**src/rtl/keypad_entry_display_pkg.sv**
```systemverilog
// Shared types and constants for the keypad entry / seven-segment display block.
// Segment patterns are {g,f,e,d,c,b,a} with 1 = lit.
package keypad_entry_display_pkg;

  typedef enum logic {
    KEY_IDLE = 1'b0,
    KEY_HELD = 1'b1
  } key_state_t;

  localparam logic [3:0] DEFAULT_ENTER_CODE = 4'hE;
  localparam logic [3:0] DEFAULT_CLEAR_CODE = 4'hC;

  localparam logic [6:0] SEG_BLANK = 7'h00;
  localparam logic [6:0] SEG_ZERO  = 7'h3F;

  function automatic logic [6:0] hex_to_seg(input logic [3:0] hex);
    logic [6:0] pattern;
    case (hex)
      4'h0:    pattern = 7'h3F;
      4'h1:    pattern = 7'h06;
      4'h2:    pattern = 7'h5B;
      4'h3:    pattern = 7'h4F;
      4'h4:    pattern = 7'h66;
      4'h5:    pattern = 7'h6D;
      4'h6:    pattern = 7'h7D;
      4'h7:    pattern = 7'h07;
      4'h8:    pattern = 7'h7F;
      4'h9:    pattern = 7'h6F;
      4'hA:    pattern = 7'h77;
      4'hB:    pattern = 7'h7C;
      4'hC:    pattern = 7'h39;
      4'hD:    pattern = 7'h5E;
      4'hE:    pattern = 7'h79;
      default: pattern = 7'h71;
    endcase
    return pattern;
  endfunction

endpackage

```
**src/rtl/keypad_entry_display_seg7_decode.sv**
```systemverilog
// Combinational hex digit to seven-segment pattern lookup.
module seg7_decode
  import keypad_entry_display_pkg::*;
(
  input  logic [3:0] hex,
  output logic [6:0] seg
);

  always_comb seg = hex_to_seg(hex);

endmodule

```
**src/rtl/keypad_entry_display.sv**
```systemverilog
// Keypad digit entry buffer with committed-value handshake and a
// multiplexed seven-segment display of the digits being entered.
module keypad_entry_display
  import keypad_entry_display_pkg::*;
#(
  parameter int         NUM_DIGITS = 4,
  parameter int         SCAN_W     = 16,
  parameter logic [3:0] ENTER_CODE = DEFAULT_ENTER_CODE,
  parameter logic [3:0] CLEAR_CODE = DEFAULT_CLEAR_CODE,
  parameter bit         BLANK_LEAD = 1'b1
) (
  input  logic                              clk,
  input  logic                              rst,
  input  logic                              key_down,
  input  logic [3:0]                        key_code,
  output logic                              out_valid,
  input  logic                              out_ready,
  output logic [4*NUM_DIGITS-1:0]           out_value,
  output logic [$clog2(NUM_DIGITS+1)-1:0]   out_count,
  output logic                              overflow,
  output logic [NUM_DIGITS-1:0]             digit_en,
  output logic [6:0]                        seg
);

  localparam int BUF_W = 4 * NUM_DIGITS;
  localparam int CNT_W = $clog2(NUM_DIGITS + 1);
  localparam int IDX_W = (NUM_DIGITS > 1) ? $clog2(NUM_DIGITS) : 1;

  localparam logic [CNT_W-1:0]      FULL_COUNT = CNT_W'(NUM_DIGITS);
  localparam logic [CNT_W-1:0]      CNT_ONE    = CNT_W'(1);
  localparam logic [IDX_W-1:0]      LAST_IDX   = IDX_W'(NUM_DIGITS - 1);
  localparam logic [IDX_W-1:0]      IDX_ONE    = IDX_W'(1);
  localparam logic [SCAN_W-1:0]     SCAN_ONE   = SCAN_W'(1);
  localparam logic [NUM_DIGITS-1:0] EN_FIRST   = NUM_DIGITS'(1);

  key_state_t        key_state;
  logic              rearm;
  logic [BUF_W-1:0]  buffer;
  logic [CNT_W-1:0]  count;
  logic [SCAN_W-1:0] scan_cnt;
  logic [IDX_W-1:0]  index;
  logic [3:0]        cur_digit;
  logic [6:0]        cur_seg;
  logic              blank;

  // A key held through reset must be released before it can act again, so
  // reset records whether the key was down and blocks presses until release.
  always_ff @(posedge clk) begin
    if (rst) begin
      key_state <= KEY_IDLE;
      rearm     <= key_down;
      buffer    <= '0;
      count     <= '0;
      out_valid <= 1'b0;
      out_value <= '0;
      out_count <= '0;
      overflow  <= 1'b0;
    end else begin
      overflow <= 1'b0;
      if (!key_down) rearm <= 1'b0;
      if (out_valid && out_ready) out_valid <= 1'b0;
      case (key_state)
        KEY_IDLE: begin
          if (key_down && !rearm) begin
            key_state <= KEY_HELD;
            if (key_code == CLEAR_CODE) begin
              buffer <= '0;
              count  <= '0;
            end else if (!out_valid) begin
              if (key_code == ENTER_CODE) begin
                if (count != '0) begin
                  out_valid <= 1'b1;
                  out_value <= buffer;
                  out_count <= count;
                  buffer    <= '0;
                  count     <= '0;
                end
              end else if (key_code <= 4'd9) begin
                if (count < FULL_COUNT) begin
                  buffer <= {buffer[BUF_W-5:0], key_code};
                  count  <= count + CNT_ONE;
                end else begin
                  overflow <= 1'b1;
                end
              end
            end
          end
        end
        KEY_HELD: begin
          if (!key_down) key_state <= KEY_IDLE;
        end
        default: key_state <= KEY_IDLE;
      endcase
    end
  end

  always_ff @(posedge clk) begin
    if (rst) begin
      scan_cnt <= '0;
      index    <= '0;
    end else begin
      scan_cnt <= scan_cnt + SCAN_ONE;
      if (scan_cnt == '1) index <= (index == LAST_IDX) ? '0 : index + IDX_ONE;
    end
  end

  assign cur_digit = buffer[{index, 2'b00} +: 4];

  seg7_decode u_seg7_decode (
    .hex (cur_digit),
    .seg (cur_seg)
  );

  // Digit 0 stays visible as '0' on an empty entry so the display is never fully dark.
  assign blank = BLANK_LEAD && (CNT_W'(index) >= count) && ((index != '0) || (count != '0));

  always_ff @(posedge clk) begin
    if (rst) begin
      digit_en <= EN_FIRST;
      seg      <= SEG_ZERO;
    end else begin
      digit_en <= EN_FIRST << index;
      seg      <= blank ? SEG_BLANK : cur_seg;
    end
  end

endmodule

```
**config.mk**
```make
export PLATFORM = sky130hd
export DESIGN_NAME = keypad_entry_display
export DESIGN_NICKNAME = d
export VERILOG_FILES = /design/src/rtl/keypad_entry_display_pkg.sv /design/src/rtl/keypad_entry_display_seg7_decode.sv /design/src/rtl/keypad_entry_display.sv
export SDC_FILE = /design/constraint.sdc
export NUM_CORES = 1
export LEC_CHECK = 0
export ABC_CLOCK_PERIOD_IN_PS = 3300
export CAP_MARGIN = 10
export CORE_MARGIN = 10
export CORE_UTILIZATION = 55
export DETAILED_ROUTE_END_ITERATION = 16
export DONT_BUFFER_PORTS = 1
export PLACE_DENSITY = 0.7
export SLEW_MARGIN = 20
export SYNTH_ARGS = -nofsm -noshare
export SYNTH_HDL_FRONTEND = slang
export SYNTH_HIERARCHICAL = 1
export SYNTH_SLANG_ARGS = --single-unit
```
**constraint.sdc**
```tcl
create_clock -name clk -period 3.3 [get_ports clk]
set_input_delay 0.33 -clock clk [delete_from_list [all_inputs] [get_ports clk]]
set_output_delay 0.33 -clock clk [all_outputs]
set_load 0.05 [all_outputs]
```
After elaboration in Yosys (flattened, before gate mapping)
Memories as Yosys holds them, arrays and structs flattened. Cells that the tools add are included.

Bits in registers: 71. Memory bits (read-only): 112. Input bits: 8. Output and inout port bits: 32. Logic and storage cells: 74. Memories kept: 1.

$add $sub $neg: 3. Order comparisons: 3. Equality and inequality tests: 7. Shift operators: 2. Mux-type cells: 27. Bitwise operators: 5. Reduce and logical (&&, ||, !) cells: 13.

Memories: (no name shown) (depth 16, bits a word 7, rd ports 1, clocked after memory_dff 0, write ports 0, line keypad_entry_display_pkg.sv:18) `case (hex)`.

Operators by type and width (number): 16-bit 2-to-1 mux (6); 3-bit 2-to-1 mux (6); 16-bit by 1-bit adder with 16-bit output, second input constant (1); 16-bit equality test, second input constant (1); 16-bit by 5-bit variable part select with 4-bit output (1); 1-bit 2-to-1 mux (12); 6-bit AND reduction (2); 3-bit nonzero test (3); 4-bit equality test, second input constant (2); 7-bit OR reduction (1); 6-bit 2-to-1 mux (1); 1-bit NOT (5); 4-bit less-or-equal comparator, second input constant (1); 1-bit by 2-bit << shifter with 4-bit output, first input constant (1); 3-bit by 1-bit adder with 3-bit output, second input constant (1); 2-bit by 3-bit >= comparator with 1-bit output (1); 1-bit logical AND (3); 3-bit < comparator, second input constant (1); 3-bit by 2-bit inequality test with 1-bit output, second input constant (1); 2-bit by 1-bit adder with 2-bit output, second input constant (1); 2-bit equality test, second input constant (1); 2-bit 2-to-1 mux (1); 2-bit by 1-bit inequality test with 1-bit output, second input constant (1); 2-bit inequality test, second input constant (1); 5 further kinds (5).

Longest topological paths before layout
Word-level depth: 8. Gate-level depth with buffers: 7. Gate-level depth less buffers: 6.

By module
Netlist, hierarchy kept.

By module, submodules not included: keypad_entry_display (instances 1, cells an instance 293, area each 2942.8 µm², seq. area each 1431.4 µm²); seg7_decode (instances 1, cells an instance 33, area each 294.0 µm², seq. area each 0.0 µm²).

Worst setup path after synthesis
No wires, ideal clock.

Path kind: register -> register. Start point: register index[0]. End point: register seg[3]. Library setup time: 0.114 ns. Data arrival time: 2.255 ns. Required time: 3.186 ns. Slack: 0.931 ns. Cell stages (with the launch flop): 8. Buffers on the path: 1. Clock period less this slack: 2.369 ns. Cells stage by stage: dfxtp_1 clkbuf_1 mux4_2 inv_1 ha_1 inv_1 mux4_1 a21o_1.

Elaborated cells between the ends (all ways): 7. Those cells by class: order compare (1); shift (1); mux (1); reduce/logical (3); memory (1).

RTL lines: start, declared (line keypad_entry_display.sv:41) `logic [IDX_W-1:0] index;`; start signal, assigned (line keypad_entry_display.sv:103) `if (scan_cnt == '1) index <= (index == LAST_IDX) ? '0 : index + IDX_ONE;`; 16-bit by 5-bit variable part select with 4-bit output (line keypad_entry_display.sv:107) `assign cur_digit = buffer[{index, 2'b00} +: 4];`; via cur_digit[1] (line keypad_entry_display.sv:42) `logic [3:0] cur_digit;`; memory 16 x 7 bit; via cur_seg[3] (line keypad_entry_display.sv:43) `logic [6:0] cur_seg;`; 6-bit 2-to-1 mux (line keypad_entry_display.sv:123) `seg <= blank ? SEG_BLANK : cur_seg;`; end signal, assigned (line keypad_entry_display.sv:123); end, declared (line keypad_entry_display.sv:22) `output logic [6:0] seg`.

The timed path passes the listed nets, and every way through them passes these cells. A chain may end at the register's enable or synchronous reset.

Worst setup path after layout
Ends and elaborated chain as after synthesis.

==> results.yml <==
run_status:
  status: "completed"
timing:
  fmax_ghz: 0.426
  final.setup_skew_ns: 0.0109
  tightest_slew_ns: 0.609
  drv_slew: 0
  max_slew_margin_pct: 59.3
  hold_slack_ns: 0.0608
  hold_violations: 0
  fin_crit_sh_pct: 71.1
  tns_ns: 0
  setup_viol: 0
  rsz0062_at_grt: "false"
  period_needed_ns: 2.35
drt:
  vias_per_cell: 5.42
  drc_errors: 0
  ant_nets: 0
  firstDrtPassIters: 4
  drt_iter0_drc: 71
  via_count: 2153
  routed_wl_um: 6060
  avgRoutedWirePerCell_um: 15.3
yosys:
  ys_seq_elements: 71
  syn_area_mm2: 0.00324
  synth_seq_area_share_pct: 44.2
  synth_cells: 326
  synthTopCellsByCount: "dfxtp_1 (70), nor2_1 (39), mux2i_1 (30), nand2b_1 (20), nand2_1 (15)"
  yosysUniqueCellTypes: 52
  yosysTopAreaCellShare_pct: 43.3
  syn-num-nets: 348
  synth_warnings: 6
  synthFlopType: "dfxtp_1"
  syn-mean-instance-area_um2: 9.93
  synthMostInstantiatedCell: "dfxtp_1"
  synth_top_area_cell: "dfxtp_1"
  synth_edf_count: 1
  async_flop_share_pct: 0
  synth_area_leaders: "dfxtp_1 (43%), mux2i_1 (9.3%), ha_1 (5.4%)"
cells_and_area:
  drive_gt1_share_pct: 9.85
  seqCellArea_mm2: 0.00143
  multiInputGateArea_mm2: 0.00167
  finish.net_count: 344
  syn_to_final_growth_pct: 5.53
  fillCellCount: 510
  num_antenna_cells: 0
setup_path:
  critical_path_depth: 6
  reg2reg_depth: 6
  crit_fanout: 9
  worst_path_most_repeated_cell: "inv_1"
  crit_type: "register to register"
  arrival_ns: 2.58
  path_buf_inv: 2
  crit_path_max_incr_delay_ns: 0.61
  cpMaxStageDelayCell: "mux4_2"
  crit_family: "multiplexers"
  end_kind: "register"
  required_ns: 3.54
  path_cells: "mux4_2, inv_1, ha_1, inv_1, mux4_1, a21o_1"
  start_kind: "register"
floorplan:
  io_pins: 40
  start_util_pct: 57.7
  die-area_mm2: 0.00935
  die_width_um: 96.7
  coreArea_mm2: 0.00561
  rows: 27
  fp.dieH_um: 96.7
placed_design:
  dp.final_hpwl_um: 4280
  io_buffers: 0
  gp_congestion: 0.791
pwr:
  peakVddDrop_mv: 0.351
  power_leakage_nw: 1.40
  powerDensity_mw_per_mm2: 468
grt:
  antenna_found_initial: 0
  gr-total-overflow: 0
  grt_pass1_wl_um: 10600
  grt_util_all_layers_pct: 13.3
  grt_max_degree: 75
  grt_pass1_vias: 2177
hold_path:
  whs_path_depth: 1
  hold_path_class: "input port to register"
clock_tree:
  h-tree-depth: 3
  clkLatencyLatePin_ns: 0.34
  numCtsBuffers: 9
  cts-root-buf: "clkbuf_8"
  postCtsSetupRepairBufs: 0
  max-clock-path-buffers: 2
  cts-resized-gates: 0
  cts.sinks: 71
  cts_tree: "built"
  cts_hold_buf: 0
  cts.clk_slew.worst_paths_ns: 0.07
flow_run:
  max-cap-violations: 0
layer usage:
layer | up-vias | routed length, um | global-route usage, %
met5 | - | 0 | 0
met4 | 0 | 85 | 5.75
met3 | 7 | 371 | 5.25
met2 | 43 | 2770 | 20.4
met1 | 989 | 2830 | 15.9
li1 | 1114 | - | -
worst paths after layout:
| path | slack, ns | to | from |
|---|---|---|---|
| max | 0.95 | seg[3] | index[0] |
| min | 0.06 | out_value[14] | rst |
| max reg2reg | 0.95 | seg[3] | index[0] |
| min reg2reg | 0.45 | key_state | key_state |
area by class of cell:
| class | instances | area share [%] |
|---|---|---|
| sequential | 71 | 41.9 |
| tap | 72 | 2.64 |
| multi-input combinational | 226 | 49.0 |
| clock inverter | 1 | 0.147 |
| inverter | 13 | 1.43 |
| clock buffer | 13 | 4.65 |
| timing repair buffer | 1 | 0.220 |
power breakdown:
part	leakage [nW]	internal [W]	total (W)	switching, W
Sequential	0.577	0.000877	0.000919	0.0000424
Combinational	0.740	0.0000452	0.0000938	0.0000486
Clock	0.0854	0.000305	0.000587	0.000282
placed cells by master, fill, tap and decap left out, types with 7 or more instances in the layout:
master | netlist | final
o21ai_0 | 7 | 7
ha_1 | 14 | 14
a21oi_1 | 8 | 8
nor2_1 | 39 | 39
nor3_1 | 9 | 9
xor2_1 | 8 | 8
clkbuf_8 | 0 | 11
nand2b_1 | 20 | 20
inv_1 | 13 | 13
nand2_1 | 15 | 15
mux2i_1 | 30 | 30
dfxtp_1 | 70 | 70
worst reg2reg max path, cell delays in order, from the launching register on:
cell and delay [ns]:
dfxtp_1 0.54, mux4_2 0.61, inv_1 0.17, ha_1 0.25, inv_1 0.05, mux4_1 0.48
a21o_1 0.16
through the flow:
step | utilization [%] | cells | instance area, um2 | total power [W] | setup slack, ns
after floorplan | - | 326 | 3240 | 0.00103 | 0.931
after global placement | 58.0 | 383 | 3250 | 0.00103 | 0.975
after detailed placement | 58.0 | 383 | 3250 | 0.00103 | 0.930
after CTS | 60.9 | 397 | 3420 | 0.00162 | 0.931
after global routing | 60.9 | 397 | 3420 | 0.00167 | 0.777
final | 60.9 | 397 | 3420 | 0.00160 | 0.952
sequential cells by signal, indices dropped and copies added, names as in the netlist:
register and flops:
count 3, out_valid 1, digit_en 4, out_value 16, key_state 1, index 2
out_count 3, scan_cnt 16, overflow 1, rearm 1, seg 7, buffer 16
kinds of logic after synthesis:
kind of cell,Yosys count,share of synthesized area (%)
AND/OR/NAND/NOR,123,20.7
flip-flops,71,44.2
multiplexers,39,14.4
AO/OA/AOI/OAI,37,7.73
buffers and inverters,29,4.06
adder cells (fa/ha/maj),14,5.41
XOR/XNOR,13,3.52
No activity file was read; power rests on OpenSTA's default activity.
